===== src/rtl/swu_rd_control.sv =====
// Read-side controller of the SWU line buffer: walks kernel windows over a
// square feature map, issues buffer RAM reads, and streams the read data
// out with window/frame markers. Reports the lowest still-needed pixel
// index to the writer and pulses rd_done once the frame has drained.
module swu_rd_control #(
  parameter  int unsigned IFM_DIM      = 4,
  parameter  int unsigned K            = 3,
  parameter  int unsigned STRIDE       = 1,
  parameter  int unsigned BUFFER_DEPTH = 16,
  localparam int unsigned IDXW         = $clog2(IFM_DIM*IFM_DIM + 1),
  localparam int unsigned AW           = $clog2(BUFFER_DEPTH)
) (
  input  logic            aclk,
  input  logic            aresetn,
  input  logic [IDXW-1:0] wr_count,
  output logic            rd_en,
  output logic [AW-1:0]   rd_addr,
  output logic            out_valid,
  input  logic            out_ready,
  output logic            out_last,
  output logic            out_frame_last,
  output logic [IDXW-1:0] rd_base,
  output logic            rd_done
);

  localparam int unsigned OUT_DIM = (IFM_DIM - K) / STRIDE + 1;
  localparam int unsigned CW      = $clog2(K + 1);
  localparam int unsigned OW      = $clog2(OUT_DIM + 1);
  localparam int unsigned AW1     = AW + 1;

  localparam logic [CW-1:0]   KMAX     = CW'(K - 1);
  localparam logic [OW-1:0]   OMAX     = OW'(OUT_DIM - 1);
  localparam logic [AW:0]     DEPTH_C  = AW1'(BUFFER_DEPTH);
  // Pointer steps pre-reduced modulo the depth so one subtraction suffices.
  localparam logic [AW:0]     INC_COL  = AW1'(1 % BUFFER_DEPTH);
  localparam logic [AW:0]     INC_ROW  = AW1'(IFM_DIM % BUFFER_DEPTH);
  localparam logic [AW:0]     INC_WIN  = AW1'(STRIDE % BUFFER_DEPTH);
  localparam logic [AW:0]     INC_LINE = AW1'((STRIDE * IFM_DIM) % BUFFER_DEPTH);
  localparam logic [IDXW-1:0] NEED_OFF = IDXW'((K - 1) * IFM_DIM + K - 1);
  localparam logic [IDXW-1:0] STEP_OX  = IDXW'(STRIDE);
  localparam logic [IDXW-1:0] STEP_OY  = IDXW'(STRIDE * IFM_DIM);

  function automatic logic [AW-1:0] wrap_add(input logic [AW-1:0] a, input logic [AW:0] b);
    logic [AW:0] s;
    s = {1'b0, a} + b;
    if (s >= DEPTH_C) s = s - DEPTH_C;
    return s[AW-1:0];
  endfunction

  logic [CW-1:0]   kx_q, kx_d, ky_q, ky_d;
  logic [OW-1:0]   ox_q, ox_d, oy_q, oy_d;
  logic [AW-1:0]   addr_q, addr_d, row_addr_q, row_addr_d;
  logic [AW-1:0]   win_addr_q, win_addr_d, line_addr_q, line_addr_d;
  logic [IDXW-1:0] ox_off_q, ox_off_d, rd_base_q, rd_base_d;
  logic            out_valid_q, out_valid_d, out_last_q, out_last_d;
  logic            out_flast_q, out_flast_d, rd_done_q, rd_done_d;
  logic            pend_q, pend_d;
  logic [IDXW-1:0] need;
  logic            win_end, frame_end, avail, issue;

  // Window availability and read issue decision.
  always_comb begin
    need      = rd_base_q + ox_off_q + NEED_OFF;
    win_end   = (kx_q == KMAX) && (ky_q == KMAX);
    frame_end = win_end && (ox_q == OMAX) && (oy_q == OMAX);
    // A started window is never re-qualified against wr_count.
    avail     = (kx_q != '0) || (ky_q != '0) || (wr_count > need);
    issue     = aresetn && avail && (!out_valid_q || out_ready) && !pend_q;
  end

  // Counter walk with incrementally wrapped row/window/line pointers.
  always_comb begin
    kx_d        = kx_q;
    ky_d        = ky_q;
    ox_d        = ox_q;
    oy_d        = oy_q;
    addr_d      = addr_q;
    row_addr_d  = row_addr_q;
    win_addr_d  = win_addr_q;
    line_addr_d = line_addr_q;
    ox_off_d    = ox_off_q;
    rd_base_d   = rd_base_q;
    pend_d      = pend_q;
    if (issue) begin
      if (kx_q != KMAX) begin
        kx_d   = kx_q + CW'(1);
        addr_d = wrap_add(addr_q, INC_COL);
      end else begin
        kx_d = '0;
        if (ky_q != KMAX) begin
          ky_d       = ky_q + CW'(1);
          row_addr_d = wrap_add(row_addr_q, INC_ROW);
          addr_d     = row_addr_d;
        end else begin
          ky_d = '0;
          if (ox_q != OMAX) begin
            ox_d       = ox_q + OW'(1);
            ox_off_d   = ox_off_q + STEP_OX;
            win_addr_d = wrap_add(win_addr_q, INC_WIN);
            row_addr_d = win_addr_d;
            addr_d     = win_addr_d;
          end else begin
            ox_d     = '0;
            ox_off_d = '0;
            if (oy_q != OMAX) begin
              oy_d        = oy_q + OW'(1);
              rd_base_d   = rd_base_q + STEP_OY;
              line_addr_d = wrap_add(line_addr_q, INC_LINE);
              win_addr_d  = line_addr_d;
              row_addr_d  = line_addr_d;
              addr_d      = line_addr_d;
            end else begin
              oy_d        = '0;
              rd_base_d   = '0;
              line_addr_d = '0;
              win_addr_d  = '0;
              row_addr_d  = '0;
              addr_d      = '0;
              pend_d      = 1'b1;
            end
          end
        end
      end
    end else if (rd_done_q) begin
      // Held through the rd_done cycle so stale wr_count cannot start a read.
      pend_d = 1'b0;
    end
  end

  // Output stage: flags follow the issued element, hold under backpressure.
  always_comb begin
    out_valid_d = issue || (out_valid_q && !out_ready);
    out_last_d  = out_last_q;
    out_flast_d = out_flast_q;
    if (issue) begin
      out_last_d  = win_end;
      out_flast_d = frame_end;
    end else if (out_ready) begin
      out_last_d  = 1'b0;
      out_flast_d = 1'b0;
    end
    rd_done_d = out_valid_q && out_ready && out_flast_q;
  end

  // State registers with synchronous active-low reset.
  always_ff @(posedge aclk) begin
    if (!aresetn) begin
      kx_q        <= '0;
      ky_q        <= '0;
      ox_q        <= '0;
      oy_q        <= '0;
      addr_q      <= '0;
      row_addr_q  <= '0;
      win_addr_q  <= '0;
      line_addr_q <= '0;
      ox_off_q    <= '0;
      rd_base_q   <= '0;
      out_valid_q <= 1'b0;
      out_last_q  <= 1'b0;
      out_flast_q <= 1'b0;
      rd_done_q   <= 1'b0;
      pend_q      <= 1'b0;
    end else begin
      kx_q        <= kx_d;
      ky_q        <= ky_d;
      ox_q        <= ox_d;
      oy_q        <= oy_d;
      addr_q      <= addr_d;
      row_addr_q  <= row_addr_d;
      win_addr_q  <= win_addr_d;
      line_addr_q <= line_addr_d;
      ox_off_q    <= ox_off_d;
      rd_base_q   <= rd_base_d;
      out_valid_q <= out_valid_d;
      out_last_q  <= out_last_d;
      out_flast_q <= out_flast_d;
      rd_done_q   <= rd_done_d;
      pend_q      <= pend_d;
    end
  end

  assign rd_en          = issue;
  assign rd_addr        = addr_q;
  assign out_valid      = out_valid_q;
  assign out_last       = out_last_q;
  assign out_frame_last = out_flast_q;
  assign rd_base        = rd_base_q;
  assign rd_done        = rd_done_q;

endmodule

===== config.mk =====
export PLATFORM = sky130hd
export DESIGN_NAME = swu_rd_control
export DESIGN_NICKNAME = d
export VERILOG_FILES = /design/src/rtl/swu_rd_control.sv
export SDC_FILE = /design/constraint.sdc
export NUM_CORES = 1
export LEC_CHECK = 0
export BUFFER_PORTS_ARGS = -buffer_cell sky130_fd_sc_hd__buf_4
export CAP_MARGIN = 30
export CELL_PAD_IN_SITES_DETAIL_PLACEMENT = 0
export CELL_PAD_IN_SITES_GLOBAL_PLACEMENT = 2
export CORE_MARGIN = 3
export CORE_UTILIZATION = 33
export DETAILED_ROUTE_END_ITERATION = 8
export PLACE_DENSITY_LB_ADDON = 0.25
export SETUP_SLACK_MARGIN = 0.3
export SLEW_MARGIN = 5
export SYNTH_ARGS = -nofsm -noshare
export SYNTH_HDL_FRONTEND = slang
export SYNTH_SLANG_ARGS = --single-unit

===== constraint.sdc =====
create_clock -name aclk -period 3.8 [get_ports aclk]
set_input_delay 0.57 -clock aclk [delete_from_list [all_inputs] [get_ports aclk]]
set_output_delay 0.57 -clock aclk [all_outputs]
set_load 0.02 [all_outputs]

[Word-level counts from Yosys, hierarchy flattened]
Index checks and enable logic that the tools add are counted.
Cells by class
  add/subtract/negate cells: 16
  order comparisons: 5
  eq/ne operators: 12
  mux-type cells: 23
  bitwise operators: 3
  reduce and logical (&&, ||, !) cells: 24
Operators by type and width (count)
  $mux W4: 8
  $ge A5 B5 Y1 const B: 4
  $sub A4 B1 Y4 const B: 4
  $ne A2 B2 Y1 const B: 6
  $add A4 B1 Y5 const B: 2
  $add A4 B3 Y5 const B: 2
  $mux W5: 2
  $logic_and A1 B1 Y1: 9
  $mux W1: 9
  $add A2 B1 Y2 const B: 4
  $mux W2: 4
  $reduce_bool A2 Y1: 4
  $add A5 B1 Y5 const B: 1
  $add A5 B3 Y5 const B: 1
  $add A5 B4 Y5 const B: 1
  $add A5 B5 Y5: 1
  $gt A5 B5 Y1: 1
  $reduce_and A5 Y1: 1
  $eq A2 B1 Y1 const B: 2
  $eq A2 B2 Y1 const B: 2
  $logic_or A1 B1 Y1: 4
  $ne A2 B1 Y1 const B: 2
  $reduce_and A4 Y1: 1
  $logic_not A1 Y1: 3
  3 further kinds: 5
Storage, ports and cells
  bits in registers: 39
  bits of input ports: 8
  output and inout bits: 14
  logic and storage cells: 98

[Logic depth before layout (Yosys ltp)]
  depth in word-level cells: 9
  depth in mapped cells: 13
  gate-level depth less buffers: 12

[Least setup slack after synthesis]
No wires, ideal clock.
  path type: register to output
  start: reg rd_base_q[3] (netlist: rd_base[3])
  end: out rd_en
  arrival time: 2.491 ns
  required time: 3.230 ns
  path slack: 0.739 ns
  cell stages (with the launch flop): 12
  buffers on the path: 1
  path through: dfxtp_1 > inv_1 > ha_1 > inv_1 > ha_1 > a21oi_1 > xnor2_1 > ha_1 > and4_1 > and4_1 > a211oi_2 > buf_6
Between the ends
  word-level cells in the longest chain between the ends: 7
Ends and longest elaborated chain
  start: declaration: RTL line 54  | logic [IDXW-1:0] ox_off_q, ox_off_d, rd_base_q, rd_base_d;
  start signal: assignment: RTL line 173  | rd_base_q <= rd_base_d;
  $add A5 B5 Y5: RTL line 63  | need = rd_base_q + ox_off_q + NEED_OFF;
  $add A5 B4 Y5: RTL line 63
  $gt A5 B5 Y1: RTL line 67  | avail = (kx_q != '0) || (ky_q != '0) || (wr_count > need);
  $logic_or A1 B1 Y1: RTL line 67
  $logic_and A1 B1 Y1 (3 in series): RTL line 68  | issue = aresetn && avail && (!out_valid_q || out_ready) && !pend_q;
  end: declaration: RTL line 16  | output logic rd_en,
No other way between the ends.

[Worst setup path after layout]
Ends and elaborated chain as after synthesis.

==> flow_summary.rst <==
.. list-table::
   :header-rows: 1

   * - Metric
     - Value
   * - Clk_skew
     - 6.56 ps
   * - Slowest stage cell on the critical path
     - sky130_fd_sc_hd__dfxtp_1
   * - Most area-hungry cell type in the Yosys netlist
     - sky130_fd_sc_hd__dfxtp_1
   * - Dominant cell by count in the synthesized netlist
     - sky130_fd_sc_hd__dfxtp_1
   * - Initial DRT Pass Iterations
     - 4
   * - Clock power frac
     - between 30 and 40%
   * - Initial antenna violation count
     - 0
   * - Async S/R FF share, synth
     - 0%
   * - Final critical path time including I/O delays and setup
     - approximately 3300 ps
   * - Hold WC Path Type
     - reg2reg
   * - Area of placed instances
     - approximately 2200 um2
   * - Initial core utilization
     - 35.5%
   * - Net switching fraction of the power
     - approximately a quarter
   * - Netlist cell types
     - between 40 and 50
   * - Number of gates given a new drive strength after cts
     - 0
   * - Accumulated negative setup slack
     - 0 ps
   * - Highest net fanout along the worst path
     - 4
   * - Worst setup EP type
     - primary output
   * - RSZ-0062 raised after global routing
     - no
   * - Reg-to-reg endpoint
     - rd_addr[2]
   * - Violation count after the first detailed-route iteration
     - 73
   * - Kind of start point of the critical path
     - flop
   * - RePlAce Congestion
     - approximately 0.78
   * - Critical path class
     - reg2out
   * - Relative slew slack
     - between 40% and 50%
   * - Share of cells above drive strength 1
     - ~13%
   * - GR Overflow Total
     - 0
   * - Proportion of synthesized chip area in sequential cells
     - 36.4%
   * - Worst reg-to-reg setup slack
     - 840 ps
   * - Flop pwr share
     - about half
   * - Die outline width
     - between 80 and 90 um
   * - Fin crit share
     - 86.9%
   * - Synth area leaders
     - sky130_fd_sc_hd__dfxtp_1, sky130_fd_sc_hd__ha_1, sky130_fd_sc_hd__a21oi_1
   * - Total wire length after detailed routing
     - around 4500 um
   * - Number of endpoints failing setup at the final stage
     - 0
   * - Fill cell instance count of the final layout
     - 608
   * - Pin count of the biggest net entering global routing
     - 23
   * - Port buffer count
     - 19
   * - Global router's overall resource usage
     - approximately 14%
   * - Peak clock frequency supported by timing
     - ~300 MHz
   * - Antenna fix cells
     - 0
   * - Number of nets in the layout
     - 284
   * - Top post-synthesis cells by count
     - sky130_fd_sc_hd__dfxtp_1, sky130_fd_sc_hd__nor2_1, sky130_fd_sc_hd__a21oi_1, sky130_fd_sc_hd__nand2_1, sky130_fd_sc_hd__o21ai_0
   * - Number of hold buffers added after CTS
     - 0
   * - CP max stage delay
     - ~380 ps
   * - Total standard cell area after synthesis
     - between 2000 and 2500 um2
   * - Placement row count
     - 27
   * - Endpoint of the worst hold-timing path
     - oy_q[1]
   * - HPWL reported at the end of detailed placement
     - ~3300 um
   * - Mean number of vias per cell
     - slightly above 5
   * - Core area
     - 5740 um2
   * - Wire length per cell after detailed routing
     - about 13 um
   * - CTS tree
     - yes
   * - Final routed DRC violation total
     - 0
   * - Sw Pwr
     - around 200 uW
   * - Number of instances in the synthesized netlist
     - roughly 250
   * - Area share of the leading cell type in the synthesized netlist
     - a little over a third
   * - Final antenna-violating net count
     - 0
   * - Clock insertion delay at the later pin of the skew report
     - roughly 290 ps
   * - EDFF count, synth
     - 0
   * - Launching element of the worst setup path
     - rd_base[3]
   * - Number of placed I/O pins
     - 22
   * - Hold Crit Depth
     - 2
   * - Number of setup buffers added after CTS
     - 0
   * - Number of sinks handled by clock tree synthesis
     - 37
   * - Required time worst endpoint
     - around 3200 ps
   * - Total die area
     - roughly 7200 um2
   * - CP dominant cell by count
     - sky130_fd_sc_hd__ha_1
   * - Maximum resistive drop on vdd
     - approximately 0.13 mV
   * - Internal power
     - 592 uW
   * - Leakage Power
     - about 0.00092 uW
   * - Start point of the worst min-delay path
     - oy_q[1]
   * - CTS Buf Count
     - 5
   * - Worst r2r src
     - rd_base[3]
   * - Clock root buffer
     - sky130_fd_sc_hd__clkbuf_8
   * - Power density normalized to cell area
     - approximately 340 nW/um2
   * - Global-route wire length before repair
     - approximately 8000 um
   * - Chip Height
     - between 80 and 90 um
   * - Worst-Margin Slew
     - 765 ps
   * - Final Slew Violations
     - 0
   * - Avg Synthesized Cell Area
     - between 8 and 9 um2
   * - Synth-to-Final Area Change
     - 13.7%
   * - Depth of the worst register-to-register path
     - 13
   * - Bufs on Longest Clock Path
     - 2
   * - Number of max-capacitance violations reported
     - 0
   * - Flops & latches, synth
     - 37
   * - Clock transition at path regs
     - about 80 ps
   * - Result of the run
     - finished, final reports clean
   * - Arrival time at the worst endpoint
     - approximately 2700 ps
   * - Warnings, synthesis
     - 0
   * - Prevailing post-synth register cell
     - sky130_fd_sc_hd__dfxtp_1
   * - Final hold viol count
     - 0
   * - Total via count after detailed routing
     - approximately 1700
   * - Share of total power in combinational logic
     - between 9 and 10%
   * - Final instance area
     - 2320 um2
   * - Number of global-route vias before repair
     - 1683
   * - Cell chain of the critical path
     - inv_1 -> ha_1 -> inv_1 -> ha_1 -> a21oi_1 -> xnor2_1 -> ha_1 -> and4_1 -> and4_1 -> a211oi_2 -> buf_4
   * - Clock H-tree levels
     - 2
[worst max-delay path, delay by kind of cell, from the launching register on]
kind                       cells  cell delay [ps]
AOI/OAI and AO/OA              2              370
xor gates and xnor gates       1              140
adders and majority gates      3              830
buffers and inverters          3              300
DFF                            1              380
and+or+nand+nor                2              400
[stage by stage]
step | total power, uW | utilization [%] | cells | hold WS, ps | setup WS (ps)
after global routing | 827 | 40.3 | 334 | 487 | 310
after global placement | 492 | 38.6 | 326 | 429 | 827
after CTS | 800 | 40.3 | 334 | 442 | 453
final | 788 | 40.3 | 334 | 440 | 497
after floorplan | 465 | - | 249 | 420 | 739
after detailed placement | 492 | 38.6 | 326 | 432 | 784
[final cells by class]
cell class	count	area [um2]	share of cell area, %
multi-input cells	187	1190	51.5
clock buffers	7	96.3	4.16
clock inverters	1	5.00	0.216
flip-flops and latches	37	741	32.0
repair buffers	21	158	6.81
inverters	9	33.8	1.46
well taps	72	90.1	3.89
[sequential cells by signal (all words and copies together) (netlist names)]
name and cells:
pend_q 1, line_addr_q 4, rd_done 1, rd_base 3, out_last 1, ky_q 2
ox_q 2, oy_q 2, ox_off_q 5, win_addr_q 4, row_addr_q 4, out_valid 1
out_frame_last 1, kx_q 2, rd_addr 4
[layout by cell type (no fill, tap or decap), drive strengths merged, types with 3 or more instances in the layout]
cell	instances
nor3b	3
ha	14
nand3b	4
nand3	9
nand2b	8
xnor2	7
nand2	18
and3	3
a211oi	4
nor2b	6
a31oi	4
inv	9
xor2	3
buf	21
dfxtp	37
o21a	4
o21ai	18
conb	3
nor3	6
nor2	25
a21oi	22
or3	4
clkbuf	7
[power by group through the flow]
stage / logic (uW) / registers, uW / clock network (uW)
6_report: 77.2 / 404 / 307
5_1_grt: 86.3 / 406 / 335
4_1_cts: 78.8 / 404 / 317
3_5_place_dp: 78.5 / 413 / 0
3_3_place_gp: 78.8 / 413 / 0
2_1_floorplan: 46.4 / 419 / 0
[cell families (layout without fill, tap and decap cells)]
kind of cell	Yosys count	count (layout)	synth area share (%)
and+or+nand+nor	95	95	25.0
AOI/OAI and AO/OA	64	64	19.1
DFF	37	37	36.4
buffers and inverters	25	38	5.47
other	1	3	0.184
adders and majority gates	15	15	9.58
xor gates and xnor gates	10	10	4.30
[worst max-delay path by stage]
| stage | end | slack [ps] |
|---|---|---|
| floorplan | rd_en | 740 |
| global route | rd_en | 310 |
| CTS | rd_en | 450 |
| detailed placement | rd_en | 780 |
| finish | rd_en | 500 |
| global placement | rd_en | 830 |
[per-layer routing]
| layer | vias to the layer above | wire (um) | GRT usage (%) |
|---|---|---|---|
| li1 | 891 | - | - |
| met1 | 787 | 2220 | 18.5 |
| met2 | 19 | 2070 | 21.6 |
| met3 | 4 | 138 | 3.53 |
| met4 | 0 | 50 | 4.32 |
| met5 | - | 0 | 0 |
Note: power is estimated with default switching activity, not from simulation.
